[config.mk]
export PLATFORM = sky130hd
export DESIGN_NAME = fphub_align_sequencer
export DESIGN_NICKNAME = d
export VERILOG_FILES = /design/src/rtl/fphub_pkg.sv /design/src/rtl/Exponent_difference.sv /design/src/rtl/fphub_align_sequencer.sv
export SDC_FILE = /design/constraint.sdc
export NUM_CORES = 1
export LEC_CHECK = 0
export ABC_CLOCK_PERIOD_IN_PS = 3200
export CORE_ASPECT_RATIO = 1.1
export CORE_MARGIN = 3
export CORE_UTILIZATION = 44
export DETAILED_ROUTE_END_ITERATION = 12
export PLACE_DENSITY = 0.84
export SETUP_SLACK_MARGIN = 0.3
export SYNTH_ARGS = -nofsm -noshare
export SYNTH_HDL_FRONTEND = slang
export SYNTH_HIERARCHICAL = 1
export SYNTH_SLANG_ARGS = --single-unit
[constraint.sdc]
create_clock -name clk -period 3.2 [get_ports clk]
set_input_delay 0.64 -clock clk [delete_from_list [all_inputs] [get_ports clk]]
set_output_delay 0.64 -clock clk [all_outputs]
set_load 0.005 [all_outputs]
[src/rtl/fphub_pkg.sv]
// Shared types and helpers for the FPHUB adder front end.
// Holds the alignment FSM state encoding and the per-cycle shift-amount helper.
package fphub_pkg;

    typedef enum logic [1:0] {
        IDLE  = 2'd0,
        ALIGN = 2'd1,
        DONE  = 2'd2
    } align_state_t;

    function automatic int unsigned min_shift(input int unsigned rem, input int unsigned step);
        return (rem < step) ? rem : step;
    endfunction

endpackage

[src/rtl/Exponent_difference.sv]
// Signed exponent difference Ex - Ey over E+1 bits.
// Both exponents are zero-extended before subtracting, so bit E carries the sign.
module Exponent_difference #(
    parameter int E = 8
) (
    input  logic [E-1:0] Ex,
    input  logic [E-1:0] Ey,
    output logic [E:0]   dif
);

    assign dif = {1'b0, Ex} - {1'b0, Ey};

endmodule

[src/rtl/fphub_align_sequencer.sv]
// Multi-cycle operand alignment for the FPHUB adder: orders the pair by exponent and
// right-shifts the smaller significand at most SHIFT_STEP bits per cycle.
module fphub_align_sequencer
    import fphub_pkg::*;
#(
    parameter int E          = 8,
    parameter int M          = 24,
    parameter int SHIFT_STEP = 4
) (
    input  logic         clk,
    input  logic         rst,
    input  logic         in_valid,
    output logic         in_ready,
    input  logic [E-1:0] Ex,
    input  logic [E-1:0] Ey,
    input  logic [M-1:0] Mx,
    input  logic [M-1:0] My,
    output logic         out_valid,
    input  logic         out_ready,
    output logic [E-1:0] out_Emax,
    output logic [M-1:0] out_Mmax,
    output logic [M-1:0] out_Mmin,
    output logic         out_swap,
    output logic         out_flush,
    output align_state_t dbg_state
);

    localparam int CW = $clog2(M + 1);

    // Handshakes: a pair moves when valid and ready are both high on a rising edge.
    // Upstream may not rely on in_valid being seen unless in_ready is high that cycle;
    // the aligned pair is held unchanged while out_valid=1 and out_ready=0.

    align_state_t   state_q;
    logic           out_valid_q;
    logic [E-1:0]   emax_q;
    logic [M-1:0]   mmax_q;
    logic [M-1:0]   mmin_q;
    logic           swap_q;
    logic           flush_q;
    logic [CW-1:0]  rem_q;

    logic [E:0]     dif;
    logic           swap_d;
    logic [E-1:0]   abs_dif_d;
    logic           flush_d;
    logic           accept;
    logic [CW-1:0]  sh_amt;
    logic [M-1:0]   mmin_d;
    logic [CW-1:0]  rem_d;

    Exponent_difference #(.E(E)) u_exp_dif (
        .Ex  (Ex),
        .Ey  (Ey),
        .dif (dif)
    );

    assign swap_d    = dif[E];
    assign abs_dif_d = swap_d ? E'(-dif) : E'(dif);
    assign flush_d   = (32'(abs_dif_d) >= 32'(M));

    assign in_ready = (state_q == IDLE) | ((state_q == DONE) & out_ready);
    assign accept   = in_valid & in_ready;

    // The last ALIGN cycle shifts only the residual, so |dif| is matched exactly.
    assign sh_amt = CW'(min_shift(32'(rem_q), int'(SHIFT_STEP)));
    assign mmin_d = mmin_q >> sh_amt;
    assign rem_d  = rem_q - sh_amt;

    always_ff @(posedge clk) begin
        if (rst) begin
            state_q     <= IDLE;
            out_valid_q <= 1'b0;
            emax_q      <= '0;
            mmax_q      <= '0;
            mmin_q      <= '0;
            swap_q      <= 1'b0;
            flush_q     <= 1'b0;
            rem_q       <= '0;
        end else if (accept) begin
            emax_q  <= swap_d ? Ey : Ex;
            mmax_q  <= swap_d ? My : Mx;
            mmin_q  <= flush_d ? '0 : (swap_d ? Mx : My);
            swap_q  <= swap_d;
            flush_q <= flush_d;
            rem_q   <= flush_d ? '0 : CW'(abs_dif_d);
            if (flush_d || (abs_dif_d == '0)) begin
                state_q     <= DONE;
                out_valid_q <= 1'b1;
            end else begin
                state_q     <= ALIGN;
                out_valid_q <= 1'b0;
            end
        end else begin
            case (state_q)
                ALIGN: begin
                    mmin_q <= mmin_d;
                    rem_q  <= rem_d;
                    if (rem_d == '0) begin
                        state_q     <= DONE;
                        out_valid_q <= 1'b1;
                    end
                end
                DONE: begin
                    if (out_ready) begin
                        state_q     <= IDLE;
                        out_valid_q <= 1'b0;
                    end
                end
                default: begin
                    state_q     <= IDLE;
                    out_valid_q <= 1'b0;
                end
            endcase
        end
    end

    assign out_valid = out_valid_q;
    assign out_Emax  = emax_q;
    assign out_Mmax  = mmax_q;
    assign out_Mmin  = mmin_q;
    assign out_swap  = swap_q;
    assign out_flush = flush_q;
    assign dbg_state = state_q;

endmodule

# --- Word-level counts from Yosys, hierarchy flattened ---
# Index checks and enable logic that the tools add are counted.
word_totals:
  register_bits: 66
  output_inout_bits: 62
  latch_bits: 0
  n_memories: 0
  in_bits: 68
  romBits: 0
  mem_bits_rw: 0
  elab_cells: 48
op_classes:
  reduce_logical: 6
  n_eq_ne: 4
  n_mux: 21
  add_sub_neg: 3
  multipliers: 0
  n_div: 0
  order_cmp: 2
  bitwise_logic: 3
  shifts: 1
op_table:
  columns: ["op", "n"]
  rows:
  - ["2-to-1 mux 24 bit", 5]
  - ["right shift 24 x 5 -> 24 bit", 1]
  - ["2-to-1 mux 5 bit", 4]
  - ["2-to-1 mux 8 bit", 2]
  - ["subtractor 8 x 8 -> 9 bit", 1]
  - [">= comparator 8 x 5 -> 1 bit, second input constant", 1]
  - ["zero test 8 bit", 1]
  - ["2-to-1 mux 2 bit", 4]
  - ["negation 8 bit", 1]
  - ["inequality test 3 bit, second input constant", 2]
  - ["zero test 5 bit", 1]
  - ["less-than comparator 5 x 3 -> 1 bit, second input constant", 1]
  - ["subtractor 5 bit", 1]
  - ["2-to-1 mux 1 bit", 4]
  - ["case mux 2 bit (2 select lines)", 1]
  - ["AND 1 bit", 2]
  - ["== test 2 x 1 -> 1 bit, second input constant", 1]
  - ["== test 2 bit, second input constant", 1]
  - ["zero test 2 bit", 1]
  - ["case mux 1 bit (2 select lines)", 1]
  - ["AND reduction 2 bit", 1]
  - ["nonzero test 2 bit", 1]
  - ["logical OR 1 bit", 1]
  - ["bitwise OR 1 bit", 1]

# --- Depth between registers and ports, before layout ---
# Gate-level depths: netlist of run 1.
logic_depth:
  depth_word: 7
  ltp_mapped: 15
  mapped_depth_nobuf: 13

# --- Modules after synthesis ---
# Netlist of run 1, hierarchy kept.
by_module_without_submodules:
  columns: ["mod", "area_per_inst_um2", "cells_each", "n_inst", "seq_area_each_um2"]
  rows:
  - ["fphub_align_sequencer", 4175.3, 468, 1, 1301.2]
  - ["Exponent_difference", 354.1, 48, 1, 0.0]

# --- Least setup slack after synthesis of run 1 ---
# OpenSTA, ideal clock, no wires.
synth_timing:
  path_type: "input-to-reg"
  startpoint: "input Ex[0]"
  endpoint: "register mmin_q[17] (netlist: out_Mmin[17])"
  setup_time_ns: 0.087
  n_path_buf: 2
  t_arrival_ns: 3.333
  required_time_ns: 3.113
  cell_stages: 15
  slack_ns: -0.220
  cell_sequence: "inv_1 ha_1 fa_1 nor2b_4 o21ai_2 a21boi_2 o21ai_1 o2bb2ai_1 clkbuf_1 nor2b_1 a211oi_1 o21a_1 o21ai_4 buf_6 o31ai_1"
synth_via:
  elab_cells_between_ends: 7
  classes_between: "add/sub: 2; order compare: 1; mux: 4"
synth_lines:
  columns: ["item", "line_no", "text"]
  rows:
  - ["start, declared", "fphub_align_sequencer.sv:14", "input logic [E-1:0] Ex,"]
  - ["subtractor 8 x 8 -> 9 bit (*)", "Exponent_difference.sv:11", "assign dif = {1'b0, Ex} - {1'b0, Ey};"]
  - ["via dif[8]", "fphub_align_sequencer.sv:43", "logic [E:0] dif;"]
  - ["2-to-1 mux 8 bit", "fphub_align_sequencer.sv:59", "assign abs_dif_d = swap_d ? E'(-dif) : E'(dif);"]
  - [">= comparator 8 x 5 -> 1 bit", "fphub_align_sequencer.sv:60", "assign flush_d = (32'(abs_dif_d) >= 32'(M));"]
  - ["2-to-1 mux 24 bit (*)", "fphub_align_sequencer.sv:83", "mmin_q <= flush_d ? '0 : (swap_d ? Mx : My);"]
  - ["2-to-1 mux 24 bit (*)", "fphub_align_sequencer.sv:80", "end else if (accept) begin"]
  - ["end signal, assigned", "fphub_align_sequencer.sv:83", null]
  - ["end signal, assigned", "fphub_align_sequencer.sv:97", "mmin_q <= mmin_d;"]
  - ["end, declared", "fphub_align_sequencer.sv:38", "logic [M-1:0] mmin_q;"]
# Mark *: on every way through the listed nets, which the timed path passes. The rest lies on a longest branch.
# A chain may end at the register's enable or synchronous reset.

# --- Worst setup path in the final report of run 1 ---
layout_timing:
  startpoint: "input Ex[0]"
  endpoint: "register state_q[1] (netlist: dbg_state[1])"
layout_via:
  elab_chain_len: 7
  elab_cells_between_ends: 8
  classes_between: "add/sub: 2; order compare: 1; mux: 3; reduce/logical: 2"
layout_rtl:
  columns: ["item", "line_no", "text"]
  rows:
  - ["subtractor 8 x 8 -> 9 bit (*)", "Exponent_difference.sv:11", null]
  - ["via dif[7]", "fphub_align_sequencer.sv:43", null]
  - ["negation 8 bit", "fphub_align_sequencer.sv:59", null]
  - ["2-to-1 mux 8 bit (*)", "fphub_align_sequencer.sv:59", null]
  - [">= comparator 8 x 5 -> 1 bit / zero test 8 bit (equally long branches)", "fphub_align_sequencer.sv:60, fphub_align_sequencer.sv:87", null]
  - ["logical OR 1 bit (*)", "fphub_align_sequencer.sv:87", "if (flush_d || (abs_dif_d == '0)) begin"]
  - ["2-to-1 mux 2 bit (*)", "fphub_align_sequencer.sv:87", null]
  - ["2-to-1 mux 2 bit (*)", "fphub_align_sequencer.sv:80", null]
  - ["end signal, assigned", "fphub_align_sequencer.sv:72", "state_q <= IDLE;"]
  - ["end signal, assigned", "fphub_align_sequencer.sv:88", "state_q <= DONE;"]
  - ["end signal, assigned", "fphub_align_sequencer.sv:91", "state_q <= ALIGN;"]
  - ["end, declared", "fphub_align_sequencer.sv:34", "align_state_t state_q;"]
# Marked as above.

==> results of run 1 <==
[layout make-up]
cell class | count | share of cell area
clock buffer | 9 | 0.0183
clock inverter | 6 | 0.00999
inverter | 17 | 0.0109
multi-input combinational | 391 | 0.472
sequential | 65 | 0.192
tap | 120 | 0.0222
timing repair buffer | 194 | 0.274
[synth_stat cells (7+ instances only)]
library cell | count | area share
nand2_1 | 30 | 0.025
nor2b_1 | 13 | 0.018
dfxtp_1 | 65 | 0.29
buf_1 | 7 | 0.0058
xnor2_1 | 7 | 0.014
o21a_1 | 7 | 0.012
a211oi_1 | 40 | 0.066
mux4_2 | 8 | 0.040
inv_1 | 15 | 0.012
o21ai_0 | 16 | 0.018
o22ai_1 | 14 | 0.019
buf_2 | 7 | 0.0077
mux2_2 | 10 | 0.025
a21oi_1 | 19 | 0.021
clkbuf_1 | 25 | 0.021
ha_1 | 11 | 0.030
nor2_1 | 48 | 0.040
mux2i_1 | 62 | 0.14
[flip-flops by register name, indices dropped and copies added (netlist names)]
| signal | flops |
|---|---|
| out_Mmax | 24 |
| out_Mmin | 24 |
| out_Emax | 8 |
| rem_q | 5 |
| dbg_state | 2 |
| out_flush | 1 |
| out_swap | 1 |
[per-stage QoR]
step                total power [W]  cells
global route                0.00306    802
CTS                         0.00283    791
floorplan                   0.00156    516
finish                      0.00291    802
detailed placement          0.00208    772
global placement            0.00204    772
[cell usage in the layout (no fill, tap or decap), types with 5 or more instances in the layout]
cell type / n
a21oi_1: 19
a222oi_1: 6
nor2_1: 45
clkbuf_8: 9
a31oi_1: 6
mux4_2: 8
mux2_2: 10
clkdlybuf4s50_1: 120
ha_4: 5
inv_1: 10
nand2_1: 30
nand2b_1: 5
ha_1: 6
buf_4: 59
o211ai_1: 6
o22ai_1: 13
a21o_1: 6
dfxtp_1: 65
nor2b_1: 11
a32oi_1: 5
mux2i_1: 62
a211oi_1: 37
o21ai_0: 15
xnor2_1: 5
o31ai_1: 5
o21a_1: 6
[kinds of logic after synthesis]
group / after synthesis / synth area share
other: 1 / 0.000828
and+or+nand+nor: 128 / 0.141
xor gates and xnor gates: 8 / 0.0155
adders and majority gates: 12 / 0.0348
buffers and inverters: 60 / 0.0558
muxes: 80 / 0.202
DFF: 65 / 0.287
AOI/OAI and AO/OA: 162 / 0.263
[repair_timing]
action	CTS	global route
gates cloned	1	0
resized for setup	46	23
endpoints found under the setup margin	61	32
pin swaps	15	20
buffers inserted	3	11
[layer usage]
| metal | global-route usage | part of all wire | routed length, µm | vias to the layer above |
|---|---|---|---|---|
| met4 | 0.0889 | 0.026 | 435 | 0 |
| met5 | 0 | 0 | 0 | - |
| met2 | 0.444 | 0.49 | 8140 | 235 |
| met1 | 0.363 | 0.40 | 6680 | 2387 |
| met3 | 0.0640 | 0.078 | 1290 | 44 |
| li1 | - | - | - | 2291 |
[where the power goes]
| group | internal [W] | switching [W] |
|---|---|---|
| sequential | 0.000890 | 0.0000932 |
| combinational | 0.000638 | 0.000579 |
| clock | 0.000358 | 0.000353 |
[worst register-to-register path, cell delays in order, from the launching register on]
cell	delay [ns]
dfxtp_1	0.83
nand2_1	0.12
ha_1	0.30
or4_1	0.49
a211o_1	0.34
nand2_1	0.08
o2111a_1	0.17
[worst max path at each step]
stage	start	end	cells after the start
global route	Ey[4]	dbg_state[1]	12
CTS	Ey[4]	out_Mmin[15]	12
detailed placement	Ey[1]	rem_q[2]	14
global placement	Ex[0]	out_Mmin[15]	15
floorplan	Ey[1]	out_Mmin[21]	11
finish	Ex[0]	dbg_state[1]	16
==> results.cfg, run 1 <==
[die]
fp.dieH_um = 112
fp.dieW_um = 103
io_pins = 130
core_area_um2 = 9940
rows = 38
dieArea_um2 = 11500
initial_core_util = 0.456

[sta]
clock_skew_ns = 0.00961
hold_ws_ns = 0.468
tightest_slew_ns = 0.783
period_share = 0.928
fin_tns_setup_ns = 0
hold_viol_final = 0
setup_viol_count_final = 0
rsz0062_at_grt = true
maxSlewViolCount = 0
fin_crit_ns = 2.97
postLayoutSetupSlackWorst_ns = 0.231
relSlewSlack = 0.477
fmax_mhz = 337

[clock_tree]
clock_sinks = 65
cts_max_level = 3
numCtsBuffers = 9
clockRootBuffer = clkbuf_8
clockBufferDepth = 2
path_clk_slew_ns = 0.08
insertion_delay_ns = 0.36
cts_tree = built
ctsHoldBuffers = 0

[critical_path]
slowest_stage = xnor2_1
r2r-end = dbg_state[1]
worstSetupStartpointType = input pin
crit_path_end_kind = flip-flop
r2r_cells = 6
crit_required_ns = 3.45
cp_slowest_stage_delay_ns = 0.38
regToRegSetupSlack_ns = 0.82
crit_family = compound AO/OA/AOI/OAI gates
worst-path-buf-inv = 7
arrival_ns = 3.22
critPathKind = in -> reg
crit_path_frequent_cell = buf_4
r2r_start = rem_q[1]
crit_fanout = 8
crit_chain = buf_8, inv_8, ha_4, buf_4, nor2b_4, buf_4, buf_4, o211ai_1, a21boi_4, o22ai_1, xnor2_1, buf_4, o2111a_2, o21ai_4, buf_12, o2111a_1

[flow_run]
maxCapViolations = 0

[yosys]
ys_seq_elements = 65
async_reset_ff_frac = 0
synth-edff-count = 0
synthFlopType = dfxtp_1
syn_area_um2 = 4530
yosysWarningCount = 6
ys_types = 74
synthCells = 516
syn_area_per_cell_um2 = 8.78
ys_seq_area_frac = 0.287
syn-num-nets = 596

[layout]
n_fill_cell = 762
area_delta_synth_final_pct = 49.3
design_area_um2 = 6760
nets = 758
regArea_um2 = 1300
multi_input_area_um2 = 3190
drive_above_1_share = 0.221
utilization = 0.680
n_antenna_cell = 0

[power]
power.leakage_nw = 2.69
ir_drop_mv = 0.280
powerDensity_nw_per_um2 = 431

[grt]
grt_max_degree = 60
grt_usage = 0.276
grt_pass1_wl_um = 25200
grt_pass1_vias = 4927
grt_overflow_total = 0
antenna_found_initial = 0

[place]
gp_congestion = 0.897
dp_hpwl_um = 11200
port-buffer-count = 129
dp_worst_setup_slack_ns = -0.546
postPlaceCellArea_um2 = 6240

[routing]
drt_pre_antenna_iters = 6
drc_errors = 0
vias = 4957
drt_iter0_markers = 392
wire_per_inst_um = 20.6
via_per_inst = 6.18
routed_wl_um = 16600
drtAntennaViolNets = 0

[outcome]
outcome = complete, no violations

[min_path]
hold_end = out_swap
min_path_cells = 2
min-delay-start = out_swap
hold_class = reg -> reg
No activity file was read; power rests on OpenSTA's default activity.
==> run 2: changes to the inputs <==
--- a/config.mk
+++ b/config.mk
@@ -6,11 +6,14 @@
 export NUM_CORES = 1
 export LEC_CHECK = 0
 export ABC_CLOCK_PERIOD_IN_PS = 3200
+export CELL_PAD_IN_SITES_DETAIL_PLACEMENT = 1
+export CELL_PAD_IN_SITES_GLOBAL_PLACEMENT = 1
 export CORE_ASPECT_RATIO = 1.1
 export CORE_MARGIN = 3
-export CORE_UTILIZATION = 44
+export CORE_UTILIZATION = 32
 export DETAILED_ROUTE_END_ITERATION = 12
-export PLACE_DENSITY = 0.84
+export GPL_TIMING_DRIVEN = 0
+export PLACE_DENSITY = 0.83
 export SETUP_SLACK_MARGIN = 0.3
 export SYNTH_ARGS = -nofsm -noshare
 export SYNTH_HDL_FRONTEND = slang
==> constraint.sdc (replaced) <==
create_clock -name clk -period 3.2 [get_ports clk]
set_input_delay 0.64 -clock clk [delete_from_list [all_inputs] [get_ports clk]]
set_output_delay 0.64 -clock clk [all_outputs]
set_load 0.02 [all_outputs]
==> run 2 against run 1 <==
- first-iteration DRC count increased by 26%
- via count grew 5.5%
- die area rose by 35%
- sequential cell count did not move
- sequential share of layout area is 0.91 points lower
- final cell count is 8.7% higher
- largest power group unchanged
==> results.cfg, run 2 (synthesis gave the netlist of run 1 again) <==
[critical_path]
crit_required_ns = 3.44
crit_family = compound AO/OA/AOI/OAI gates
crit_path_end_kind = flip-flop
crit_fanout = 7
r2r_cells = 8
r2r-end = dbg_state[1]
critPathLaunch = Ex[0]
cp_slowest_stage_delay_ns = 0.42
r2r_start = rem_q[1]
slowest_stage = fa_2
crit_chain = buf_8, inv_8, ha_4, fa_2, nor2b_4, o21ai_2, a21boi_2, o21ai_2, o2bb2ai_2, clkbuf_8, nor2b_4, a211oi_4, o21a_4, o21ai_4, buf_12, o2111a_1
arrival_ns = 3.31
critPathKind = in -> reg
worst-path-buf-inv = 4
regToRegSetupSlack_ns = 0.38
worstSetupStartpointType = input pin

[routing]
via_per_inst = 6.00
drt_iter0_markers = 492
vias = 5229
drtAntennaViolNets = 0
drc_errors = 0
drt_pre_antenna_iters = 8
routed_wl_um = 21900
wire_per_inst_um = 25.1

[grt]
grt_max_degree = 14
grt_pass1_vias = 5593
grt_pass1_wl_um = 31400
antenna_found_initial = 1
grt_usage = 0.257
grt_overflow_total = 0

[sta]
tightest_slew_ns = 0.791
hold_viol_final = 0
setup_viol_count_final = 0
relSlewSlack = 0.472
period_share = 0.960
maxSlewViolCount = 0
fmax_mhz = 325
clock_skew_ns = 0.00986
fin_crit_ns = 3.07
rsz0062_at_grt = true
fin_tns_setup_ns = 0
hold_ws_ns = 0.511

[layout]
nets = 763
area_delta_synth_final_pct = 56.6
layout_commonest_cell = clkdlybuf4s50_1
drive_above_1_share = 0.219
post_layout_nonfiller_instances = 872
mostFrequentLayoutCells = clkdlybuf4s50_1, dfxtp_1, mux2i_1, nor2_1, a211oi_1
n_antenna_cell = 0

[clock_tree]
clockRootBuffer = clkbuf_16
cts_tree = built
clockBufferDepth = 2
path_clk_slew_ns = 0.07
numCtsBuffers = 9
clock_sinks = 65
cts_max_level = 3
insertion_delay_ns = 0.34

[power]
powerDensity_nw_per_um2 = 504
p_sw_frac = 0.373
p_int_w = 0.00224
ir_drop_mv = 0.316
seq_power_share = 0.272
power.leakage_nw = 2.71
clock_power_share = 0.317
p_switching_w = 0.00133
combPwrFrac = 0.411

[die]
fp.dieW_um = 119
initial_core_util = 0.334
dieArea_um2 = 15600
rows = 44
io_pins = 130
core_area_um2 = 13500
fp.dieH_um = 131

[min_path]
hold_class = reg -> reg
hold_end = out_Mmax[22]
min_path_cells = 2
min-delay-start = out_Mmax[22]

[flow_run]
maxCapViolations = 0

[place]
dp.cells = 829
port-buffer-count = 129
gp_congestion = 0.936
dp_hpwl_um = 14200

[outcome]
outcome = complete, no violations
[run 2: what timing repair did]
item,CTS,global route
gates resized for setup,70,47
hold buffers,0,0
pin swaps,28,23
setup endpoints to repair,65,57
cloned,2,0
setup buffers,17,8
[run 2: worst max-delay path by stage]
stage / end / slack [ns] / depth (start not counted)
floorplan: out_Mmin[21] / 0.17 / 11
global placement: out_Mmin[3] / -1.05 / 14
detailed placement: out_Mmin[3] / -1.12 / 14
CTS: dbg_state[1] / 0.19 / 16
global route: out_Mmin[15] / 0.05 / 16
finish: dbg_state[1] / 0.13 / 16
[run 2: through the flow]
step	total power, W	util	cell area, µm²	setup slack, ns
global route	0.00369	0.524	7090	0.0537
floorplan	0.00165	-	4590	0.170
global placement	0.00209	0.451	6110	-1.05
CTS	0.00340	0.505	6840	0.189
finish	0.00358	0.524	7090	0.127
detailed placement	0.00213	0.451	6110	-1.12
[run 2: tightest hold or removal path, cell delays in order (launching register included)]
cell and delay (ns):
dfxtp_1 0.31, nor2_1 0.10, a211oi_1 0.05
[run 2: final cells by class]
cell class	count	area, µm²
fill	1536	6450
multi-input combinational	392	3380
timing repair buffer	155	1540
sequential	65	1300
buffer	43	240
tap	184	230
clock buffer	9	225
clock inverter	7	103
inverter	17	76.3
[run 2: power by group through the flow]
stage	Sequential [W]	Clock, W	Combinational (W)
after CTS	0.000969	0.00112	0.00131
after detailed placement	0.000984	0	0.00115
after global routing	0.000980	0.00117	0.00154
after floorplan	0.00105	0	0.000598
final	0.000974	0.00114	0.00147
after global placement	0.000979	0	0.00112
[run 2: per-layer routing]
metal | share of wire | GRT usage | wire length [µm] | up-vias
li1 | - | - | - | 2297
met1 | 0.39 | 0.304 | 8560 | 2628
met2 | 0.51 | 0.465 | 11200 | 269
met3 | 0.078 | 0.0499 | 1720 | 35
met4 | 0.021 | 0.0997 | 460 | 0
met5 | 0 | 0 | 0 | -
